$ cat config.mk
export PLATFORM = sky130hd
export DESIGN_NAME = pixel_block_fetch
export DESIGN_NICKNAME = d
export VERILOG_FILES = /design/src/rtl/pixel_block_fetch_pkg.sv /design/src/rtl/pixel_block_fetch_addr_gen.sv /design/src/rtl/pixel_block_fetch.sv
export SDC_FILE = /design/constraint.sdc
export NUM_CORES = 1
export LEC_CHECK = 0
export CAP_MARGIN = 20
export CORE_MARGIN = 2
export CORE_UTILIZATION = 33
export DETAILED_ROUTE_END_ITERATION = 7
export PLACE_DENSITY = 0.65
export SETUP_SLACK_MARGIN = 0.2
export SLEW_MARGIN = 25
export SYNTH_ARGS = -nofsm -noshare
export SYNTH_HDL_FRONTEND = slang
export SYNTH_SLANG_ARGS = --single-unit
$ cat constraint.sdc
create_clock -name CLOCK_50_I -period 6.8 [get_ports CLOCK_50_I]
set_clock_uncertainty 0.2 [all_clocks]
set_input_delay 0.68 -clock CLOCK_50_I [delete_from_list [all_inputs] [get_ports CLOCK_50_I]]
set_output_delay 0.68 -clock CLOCK_50_I [all_outputs]
set_load 0.005 [all_outputs]
$ cat src/rtl/pixel_block_fetch_pkg.sv
// Shared types and frame geometry for the 8x8 block fetch/write pipeline.
package pixel_block_fetch_pkg;

    typedef enum logic [2:0] {
        PF_IDLE,
        PF_LEAD_IN,
        PF_COMMON,
        PF_LEAD_OUT,
        PF_DONE
    } PF_state_type;

    typedef enum logic [1:0] {
        SEG_Y,
        SEG_U,
        SEG_V
    } segment_type;

    localparam logic [17:0] Y_BASE_DEFAULT = 18'd0;
    localparam logic [17:0] U_BASE_DEFAULT = 18'd38400;
    localparam logic [17:0] V_BASE_DEFAULT = 18'd57600;
    localparam int unsigned Y_WPR_DEFAULT  = 160;
    localparam int unsigned UV_WPR_DEFAULT = 80;
    localparam int unsigned ROWS_DEFAULT   = 240;

    function automatic segment_type next_segment(input segment_type seg);
        case (seg)
            SEG_Y:   return SEG_U;
            SEG_U:   return SEG_V;
            default: return SEG_Y;
        endcase
    endfunction

endpackage

$ cat src/rtl/pixel_block_fetch_addr_gen.sv
// Block position counters, SRAM read address generation and the
// two-stage delayed RAM write addressing that matches SRAM read latency.
module pixel_block_addr_gen
    import pixel_block_fetch_pkg::*;
#(
    parameter logic [17:0] Y_BASE = Y_BASE_DEFAULT,
    parameter logic [17:0] U_BASE = U_BASE_DEFAULT,
    parameter logic [17:0] V_BASE = V_BASE_DEFAULT,
    parameter int unsigned Y_WPR  = Y_WPR_DEFAULT,
    parameter int unsigned UV_WPR = UV_WPR_DEFAULT,
    parameter int unsigned ROWS   = ROWS_DEFAULT
) (
    input  logic        CLOCK_50_I,
    input  logic        Resetn,
    input  logic        fetch_start,
    input  logic        block_advance,
    output logic [17:0] SRAM_address,
    output logic        read_last,
    output logic        capture_pending,
    output logic        last_block,
    output logic        ram_write,
    output logic [6:0]  ram_addr_even,
    output logic [6:0]  ram_addr_odd
);

    localparam logic [4:0] RB_LAST    = 5'(ROWS / 8 - 1);
    localparam logic [5:0] Y_CB_LAST  = 6'(Y_WPR / 4 - 1);
    localparam logic [5:0] UV_CB_LAST = 6'(UV_WPR / 4 - 1);

    segment_type segment;
    logic [4:0]  rb;
    logic [5:0]  cb;
    logic [4:0]  k;
    logic        rd_valid;
    logic        v_d1, v_d2;
    logic [4:0]  k_d1, k_d2;
    logic [5:0]  cb_last;
    logic [17:0] base;
    logic [17:0] wpr;
    logic [17:0] row;

    always_comb begin
        base    = Y_BASE;
        wpr     = 18'(Y_WPR);
        cb_last = Y_CB_LAST;
        case (segment)
            SEG_U: begin
                base    = U_BASE;
                wpr     = 18'(UV_WPR);
                cb_last = UV_CB_LAST;
            end
            SEG_V: begin
                base    = V_BASE;
                wpr     = 18'(UV_WPR);
                cb_last = UV_CB_LAST;
            end
            default: ;
        endcase
        row = 18'({rb, 3'b000}) + 18'(k[4:2]);
        SRAM_address = rd_valid
            ? (base + row * wpr + 18'({cb, 2'b00}) + 18'(k[1:0]))
            : '0;
    end

    always_ff @(posedge CLOCK_50_I or negedge Resetn) begin
        if (!Resetn) begin
            segment  <= SEG_Y;
            rb       <= '0;
            cb       <= '0;
            k        <= '0;
            rd_valid <= 1'b0;
            v_d1     <= 1'b0;
            v_d2     <= 1'b0;
            k_d1     <= '0;
            k_d2     <= '0;
        end else begin
            if (fetch_start) begin
                rd_valid <= 1'b1;
                k        <= '0;
            end else if (rd_valid) begin
                if (k == 5'd31)
                    rd_valid <= 1'b0;
                k <= k + 5'd1;
            end
            // word index rides along with the SRAM latency so the write lands with its data
            v_d1 <= rd_valid;
            k_d1 <= k;
            v_d2 <= v_d1;
            k_d2 <= k_d1;

            if (block_advance) begin
                if (cb == cb_last) begin
                    cb <= '0;
                    if (rb == RB_LAST) begin
                        rb      <= '0;
                        segment <= next_segment(segment);
                    end else begin
                        rb <= rb + 5'd1;
                    end
                end else begin
                    cb <= cb + 6'd1;
                end
            end
        end
    end

    assign read_last       = rd_valid && (k == 5'd31);
    assign capture_pending = v_d1;
    assign last_block      = (segment == SEG_V) && (rb == RB_LAST) && (cb == UV_CB_LAST);
    assign ram_write       = v_d2;
    assign ram_addr_even   = v_d2 ? {1'b0, k_d2, 1'b0} : '0;
    assign ram_addr_odd    = v_d2 ? {1'b0, k_d2, 1'b1} : '0;

endmodule

$ cat src/rtl/pixel_block_fetch.sv
// Fetches one 8x8 block of packed 8-bit pixels from SRAM per start pulse and
// unpacks it into 64 zero-extended samples on both RAM write ports.
module pixel_block_fetch
    import pixel_block_fetch_pkg::*;
#(
    parameter logic [17:0] Y_BASE = Y_BASE_DEFAULT,
    parameter logic [17:0] U_BASE = U_BASE_DEFAULT,
    parameter logic [17:0] V_BASE = V_BASE_DEFAULT,
    parameter int unsigned Y_WPR  = Y_WPR_DEFAULT,
    parameter int unsigned UV_WPR = UV_WPR_DEFAULT,
    parameter int unsigned ROWS   = ROWS_DEFAULT
) (
    input  logic        CLOCK_50_I,
    input  logic        Resetn,
    output logic [17:0] SRAM_address,
    input  logic [15:0] SRAM_read_data,
    output logic        SRAM_we_n,
    input  logic        PF_start,
    output logic        PF_done,
    output logic        PF_memory_end,
    output logic [6:0]  RAM_address_a,
    output logic [31:0] RAM_write_data_a,
    output logic        RAM_write_enable_a,
    output logic [6:0]  RAM_address_b,
    output logic [31:0] RAM_write_data_b,
    output logic        RAM_write_enable_b
);

    PF_state_type state, state_n;
    logic fetch_start;
    logic read_last;
    logic capture_pending;
    logic last_block;
    logic ram_write;
    logic mem_end_hold;

    pixel_block_addr_gen #(
        .Y_BASE (Y_BASE),
        .U_BASE (U_BASE),
        .V_BASE (V_BASE),
        .Y_WPR  (Y_WPR),
        .UV_WPR (UV_WPR),
        .ROWS   (ROWS)
    ) u_addr_gen (
        .CLOCK_50_I      (CLOCK_50_I),
        .Resetn          (Resetn),
        .fetch_start     (fetch_start),
        .block_advance   (PF_done),
        .SRAM_address    (SRAM_address),
        .read_last       (read_last),
        .capture_pending (capture_pending),
        .last_block      (last_block),
        .ram_write       (ram_write),
        .ram_addr_even   (RAM_address_a),
        .ram_addr_odd    (RAM_address_b)
    );

    always_ff @(posedge CLOCK_50_I or negedge Resetn) begin
        if (!Resetn) begin
            state        <= PF_IDLE;
            mem_end_hold <= 1'b0;
        end else begin
            state <= state_n;
            if (fetch_start)
                mem_end_hold <= 1'b0;
            else if (state == PF_DONE && last_block)
                mem_end_hold <= 1'b1;
        end
    end

    always_comb begin
        state_n     = state;
        fetch_start = 1'b0;
        PF_done     = 1'b0;
        case (state)
            PF_IDLE: begin
                fetch_start = PF_start;
                if (PF_start)
                    state_n = PF_LEAD_IN;
            end
            PF_LEAD_IN:  if (capture_pending) state_n = PF_COMMON;
            PF_COMMON:   if (read_last) state_n = PF_LEAD_OUT;
            PF_LEAD_OUT: if (!capture_pending) state_n = PF_DONE;
            PF_DONE: begin
                PF_done = 1'b1;
                state_n = PF_IDLE;
            end
            default: state_n = PF_IDLE;
        endcase
    end

    // counters still point at the finishing block during DONE, so flag it in the same cycle
    assign PF_memory_end      = mem_end_hold | (PF_done & last_block);
    assign SRAM_we_n          = 1'b1;
    assign RAM_write_enable_a = ram_write;
    assign RAM_write_enable_b = ram_write;
    assign RAM_write_data_a   = ram_write ? {24'd0, SRAM_read_data[15:8]} : '0;
    assign RAM_write_data_b   = ram_write ? {24'd0, SRAM_read_data[7:0]} : '0;

endmodule

==> results.txt <==
Row count - 37
Post-synthesis share of cell area spent on xor and xnor gates - 0.0253
Num CTS Buffers - 5
Adder-cell share of the synthesized area - 0.249
Synth top cells by count - 60 x buf_4, 45 x ha_1, 39 x and2_1
Setup TNS - 0 ns
Initial core utilization - 0.337
Tot GR Track Use - 0.122
Vias in the first global route - 2463
Mux share of post-synthesis cell area - 0.0177
Min Tclk post-route - 6.05 ns
Die width - 107 um
Worst setup SP type - register
Switching power - 294 uW
DR vias/cell - 4.44
Unique masters post-synth - 45
Detailed Routing Iterations Pass 1 - 4
Multi-input gate area - 2220 um^2
Clock root buffer master - clkbuf_8
Worst-skew pair later-pin latency - 0.28 ns
Post-layout nets - 515
Area contributors post-synth - dfrtp_1 25%, ha_1 16%, buf_4 13%, fa_1 8.7%, and2_1 7.0%
Hold crit path type - reg2reg
Tot Pwr - 894 uW
Post-synthesis simple-gate area fraction - 0.189
FFs w/ async S/R, synth - 1.00
Clk pwr share - 0.168
Remaining DRCs - 0
Worst setup path start - u_addr_gen.segment[1]
Initial antenna violation count - 0
Detailed Route Iter0 Violations - 80
Die Ht - 107 um
Mean post-synth cell area - 9.27 um^2
Clock Sink Count - 35
Top-area cell type share of the netlist area - 0.253
Layout cells sized above 1 - 0.0505
Reg-to-Reg Start - u_addr_gen.segment[0]
Largest family of logic cells by synthesized area - adder cells
Ports - 120
Post_cts resized - 0
Max stage delay on crit path - 0.50 ns
Core area - 10300 um^2
Buf+Inv Stages, Crit Path - 4
Clock slew at reported path FFs - 0.07 ns
WL/cell - 11.4 um
Fillcell total - 1016
Final Cycle Share - 0.889
Pint - 600 uW
Synth Cell Area - 3470 um^2
RSZ-0062 raised after global routing - false
Top-count cell post-synth - buf_4
HPWL after detailed placement - 5.34 mm
Mapped Cells - 374
Synth Area in Compound Gates - 0.0992
CP cell instances - inv_1 > ha_1 > mux2_2 > ha_1 > inv_1 > fa_1 > inv_1 > fa_1 > ha_1 > fa_1 > a211oi_1 > o21ai_1 > a221oi_2 > xnor2_1 > and2_1 > clkdlybuf4s50_1
CTS tree - yes
Post-synth top area cell - dfrtp_1
Arr. time, crit path - 5.17 ns
Max-slew headroom - 0.641
Hold buffers post-CTS - 0
H-tree depth - 2
Post-CTS Setup Repair Bufs - 0
Post-route ant nets - 0
Maximum vdd drop - 0.119 mV
EDFF count, synth - 0
Hold_sp - u_addr_gen.k_d1[2]
Buffers on Ports - 67
Antenna Cells - 0
Global route overflow - 0
WL final - 6.51 mm
Max_cap viols - 0
Max Clock Freq - 0.165 GHz
Die ar. - 11300 um^2
Slowest CP cell - fa_1
Final Max Slew Viols - 0
Final GP Congestion - 0.821
Cell Pwr Density - 216 nW/um^2
Final setup fails - 0
CP required - 5.92 ns
Sequential group share of total power - 0.350
Outcome - complete, no violations
Pleak - 2.15 nW
Vias - 2537
Clock tree buffer depth - 2
Switching share of power - 0.329
Ys Warns - 0
Top_reg_cell synth - dfrtp_1
Storage cell area - 876 um^2
CP delay by family, top - adder cells
Post-synthesis to final-layout area growth - 19.4%
Gate power share - 0.482
Largest net degree at the start of global routing - 36
Final hold violations - 0
Worst Tran Pin Value - 0.538 ns
Endpoint class of the critical path - output pin
Register area share after synthesis - 0.253
Yosys reg bits - 35
Critical path type - reg2out
Max FO, Critical Path - 3
First-pass GRT wire length - 11.3 mm
==> kinds of logic (layout without fill, tap and decap cells) <==
family / after synthesis / after routing
other: 2 / 55
buffers and inverters: 92 / 101
xor gates and xnor gates: 10 / 10
muxes: 6 / 6
and+or+nand+nor: 119 / 119
AOI/OAI and AO/OA: 50 / 50
adders and majority gates: 60 / 60
DFF: 35 / 35
==> cells in the final DEF, fill, tap and decap left out, types with 5 or more instances in the layout <==
cell type	n
dfrtp_1	35
o21ai_0	11
inv_1	22
conb_1	55
nand2_1	26
mux2i_1	5
nor2_1	14
clkdlybuf4s50_1	67
xnor2_1	6
and2_1	39
fa_1	15
nor2b_1	8
ha_1	45
nand2b_1	7
a21oi_1	10
o31ai_1	5
a21o_1	9
nand3_1	7
clkbuf_8	6
==> registers in the layout, indices dropped and copies added, names as in the netlist <==
name and count:
u_addr_gen.rb 5, u_addr_gen.cb 6, u_addr_gen.capture_pending 1, u_addr_gen.rd_valid 1, u_addr_gen.ram_write 1, u_addr_gen.k_d2 5
mem_end_hold 1, u_addr_gen.segment 2, state 3, u_addr_gen.k 5, u_addr_gen.k_d1 5
==> layout make-up <==
type	count	area share
timing repair buffer	71	0.169
clock buffer	6	0.0199
tap	136	0.0411
clock inverter	1	0.00121
sequential	35	0.212
multi-input combinational	300	0.536
inverter	23	0.0209
==> power groups by stage <==
stage	clock network, mW	registers, mW	logic [mW]
final	0.151	0.313	0.431
after global routing	0.164	0.324	0.487
after CTS	0.156	0.314	0.439
after detailed placement	0	0.317	0.437
after global placement	0	0.315	0.428
after floorplan	0	0.295	0.270
==> path summary, 6_finish.rpt <==
path / cells past startpoint / endpoint / slack, ns
setup / recovery: 16 / SRAM_address[16] / 0.75
hold / removal: 0 / u_addr_gen.k_d2[2] / 0.15
setup reg to reg: 7 / u_addr_gen.segment[0] / 4.44
hold reg to reg: 0 / u_addr_gen.k_d2[2] / 0.15
max in group asynchronous: 2 / u_addr_gen.segment[1] / 5.48
min in group asynchronous: 2 / u_addr_gen.k[0] / 0.60
==> routing by layer <==
metal,track usage,up-vias,part of all wire
met5,0,-,0
met4,0.0334,0,0.0097
met3,0.0215,7,0.058
met2,0.208,87,0.47
met1,0.159,1187,0.47
li1,-,1256,-
==> worst register-to-register path, stage by stage (launching register included) <==
cell and delay [ns]:
dfrtp_1 0.38, inv_1 0.12, ha_1 0.27, buf_4 0.21, and4bb_2 0.35, o211ai_4 0.13
nor3_2 0.37, o21ai_0 0.18
==> through the flow <==
stage / instances / area [um^2] / hold slack, ns / setup WS [ns] / util
2_1_floorplan: 427 / 3670 / 0.131 / 1.29 / -
3_3_place_gp: 565 / 4050 / 0.135 / 1.10 / 0.394
3_5_place_dp: 565 / 4050 / 0.135 / 1.09 / 0.394
4_1_cts: 572 / 4140 / 0.149 / 0.738 / 0.403
5_1_grt: 572 / 4140 / 0.157 / 0.450 / 0.403
6_report: 572 / 4140 / 0.150 / 0.753 / 0.403
(Power assumes the default switching activity.)
==> RTL change: new RTL, same settings <==
Register the outputs `PF_memory_end`, `RAM_write_data_a`, `RAM_write_enable_a`, `RAM_write_data_b` and `RAM_write_enable_b`, with the module's reset; this adds one clock of latency there. The other outputs are not delayed to match.
--- a/src/rtl/pixel_block_fetch.sv
+++ b/src/rtl/pixel_block_fetch.sv
@@ -90,12 +90,22 @@
     end
 
     // counters still point at the finishing block during DONE, so flag it in the same cycle
-    assign PF_memory_end      = mem_end_hold | (PF_done & last_block);
     assign SRAM_we_n          = 1'b1;
-    assign RAM_write_enable_a = ram_write;
-    assign RAM_write_enable_b = ram_write;
-    assign RAM_write_data_a   = ram_write ? {24'd0, SRAM_read_data[15:8]} : '0;
-    assign RAM_write_data_b   = ram_write ? {24'd0, SRAM_read_data[7:0]} : '0;
+    always_ff @(posedge CLOCK_50_I or negedge Resetn) begin
+        if (!Resetn) begin
+            PF_memory_end      <= '0;
+            RAM_write_data_a   <= '0;
+            RAM_write_enable_a <= '0;
+            RAM_write_data_b   <= '0;
+            RAM_write_enable_b <= '0;
+        end else begin
+            PF_memory_end      <= mem_end_hold | (PF_done & last_block);
+            RAM_write_data_a   <= ram_write ? {24'd0, SRAM_read_data[15:8]} : '0;
+            RAM_write_enable_a <= ram_write;
+            RAM_write_data_b   <= ram_write ? {24'd0, SRAM_read_data[7:0]} : '0;
+            RAM_write_enable_b <= ram_write;
+        end
+    end
 
 endmodule
 
Function: changed (Yosys sat finds a counterexample within 4 cycles, from zero or initial values and one cycle with Resetn low).
==> RTL change against the original RTL <==
The flow now finishes with violations (design-rule violations); synthesized cell count rose by 6.1%; power increased by 25%; routed wire length grew 7.4%; critical path type unchanged; sequential cell count is 18 higher; area after synthesis is 13% higher; global-route usage shrank 1.2 points; largest power group is now registers; final cell count rose by 4.5%; setup slack got worse by 0.092 ns; design area increased by 12%; sequential share of layout area is 7.5 points higher.
==> RTL change: results (changes against the original RTL) <==
clocking:
  cts_setup_buffers: 0  # unchanged
  clkLatencyLatePin_ns: 0.28  # about the same
  cts_buffer_depth: 2  # unchanged
  htree_levels: 2  # unchanged
  cts_buffers: 5  # unchanged
  post_cts_resized: 0  # unchanged
  cts.reportedPaths.clkPinSlew_ns: 0.06
  cts-root-buf: "clkbuf_16"  # was clkbuf_8
power_and_ir_drop:
  fin_total_pwr_uw: 1115  # was 894.3 uW
  ir_worst_vdd_mv: 0.1060  # was 0.1191 mV
  p_leak_uw: 0.002379  # was 0.002151 uW
detailed_routing:
  drt_iter0_markers: 110  # was 80
  wl_per_cell_um: 11.69  # was 11.38 um
  drt_pass1_iterations: 8  # was 4
  viasPerCell: 4.443  # was 4.435
  drc: 12  # was 0
  routed_wirelength_um: 6992  # was 6509 um
  antenna_left: 0  # unchanged
critical_path:
  crit_arrival_ns: 5.26  # was 5.17 ns
  crit_end: "SRAM_address[16]"  # unchanged
  reg2reg_setup_slack_ns: 4.32  # was 4.44 ns
  startpoint: "u_addr_gen.segment[1]$_DFFE_PN0P_"  # unchanged
  rr_worst_depth: 7  # unchanged
  max_stage_delay_ns: 0.52  # was 0.50 ns
  critPathTopFamily: "adder cells"  # unchanged
  crit_path_top_delay_cell: "clkdlybuf4s50_1"  # was fa_1
  timing.rr.end: "u_addr_gen.segment[0]$_DFFE_PN0P_"  # unchanged
  critPathBufInv: 4  # unchanged
  critPathMaxFanout: 22  # was 3
  rr_startpoint: "u_addr_gen.segment[0]$_DFFE_PN0P_"  # unchanged
synth:
  postSynthAreaPerCell_um2: 9.874  # was 9.270 um^2
  synth_cell_types: 44  # was 45
  yosys_warnings: 0  # unchanged
  synth_top_flop_cell: "dfrtp_1"  # unchanged
  synth.area.top_cells: "dfrtp_1, ha_1, buf_4"  # unchanged
  synth.top_cells.by_count: "buf_4, dfrtp_1, ha_1, and2_1, nand2_1"  # was buf_4, ha_1, and2_1, dfrtp_1, nand2_1
  yosysSeqAreaShare_pct: 33.83  # was 25.26%
  ys_async_sr_fraction_pct: 100.0  # unchanged
grt:
  grt_pass1_wl_um: 11720  # was 11320 um
  grt_max_degree: 54  # was 36
  first_global_vias: 2588  # was 2463
  gr-usage-all-layers_pct: 11.02  # was 12.20%
  antenna_found_initial: 0  # unchanged
worst_hold_path:
  hp-class: "flop to flop"  # unchanged
  min_path_cells: 0  # unchanged
  hp-start: "u_addr_gen.k_d1[2]$_DFF_PN0_"  # unchanged
  hold_end: "u_addr_gen.k_d2[2]$_DFF_PN0_"  # unchanged
finish:
  drive_gt1_share_pct: 4.176  # was 5.046%
  nets: 534  # was 515
  n_antenna_cell: 0  # unchanged
  top_regs: "RAM_write_data_a x8, RAM_write_data_b x8, u_addr_gen.cb x6"
  fillerInstances: 1169  # was 1016
sta:
  relSlewSlack_pct: 46.78  # was 64.15%
placement:
  place_hpwl_um: 5626  # was 5341 um
  port_buffers: 67  # unchanged
  gp_congestion: 0.8180  # was 0.8209
  place_inst: 591  # was 565
outcome:
  status: "complete, but fails checks"  # was finished, final reports clean
  violations: "design-rule violations"
==> RTL change: cell types whose count changed after synthesis, sizes merged, moves of 3 or more <==
| cell | change |
|---|---|
| a21o | -4 |
| a21oi | +4 |
| dfrtp | +18 |
| inv | +3 |
| nand2 | +3 |
| nor2 | +4 |
| nor2b | -4 |
| o21ai | +4 |
| o31ai | -5 |
| xor2 | +3 |
==> RTL change: cells by family (layout without fill, tap and decap cells) <==
group                      after synthesis  count (layout)  synth area share [%]
muxes                                    7               7                 1.819
and+or+nand+nor                        120             120                 16.57
adders and majority gates               60              60                 22.02
xor gates and xnor gates                12              12                 2.681
AOI/OAI and AO/OA                       46              46                 7.501
DFF                                     53              53                 33.83
other                                    2              55                0.1916
buffers and inverters                   97             102                 15.38
==> RTL change: where the power goes <==
| group | switching [uW] | total, uW | internal [uW] |
|---|---|---|---|
| combinational | 168 | 423 | 255 |
| clock | 103 | 248 | 144 |
| sequential | 58.9 | 445 | 386 |
| total | 330 | 1120 | 785 |
==> RTL change: metrics by stage <==
stage | hold WS, ns | util [%] | instance area, um^2 | worst slack (ns)
floorplan | 0.1312 | - | 4119 | 1.525
global placement | 0.1341 | 38.86 | 4476 | 0.7871
detailed placement | 0.1347 | 38.86 | 4476 | 0.6595
CTS | 0.1449 | 40.13 | 4622 | 0.3335
global route | 0.1519 | 40.24 | 4634 | 0.3406
finish | 0.1452 | 40.24 | 4634 | 0.6613
==> RTL change: final cells by class <==
cell class                 instances  share of cell area, %
clock buffer                       6                  2.997
inverter                          26                  2.160
tap                              143                  3.861
clock inverter                     1                 0.1620
sequential                        53                  28.62
multi-input combinational        300                  47.52
timing repair buffer              69                  14.69
==> RTL change: per-layer routing <==
layer	wire, um	global-route usage, %
met5	0	0
met4	64	2.602
met3	474	2.089
met2	3326	18.88
met1	3126	14.49
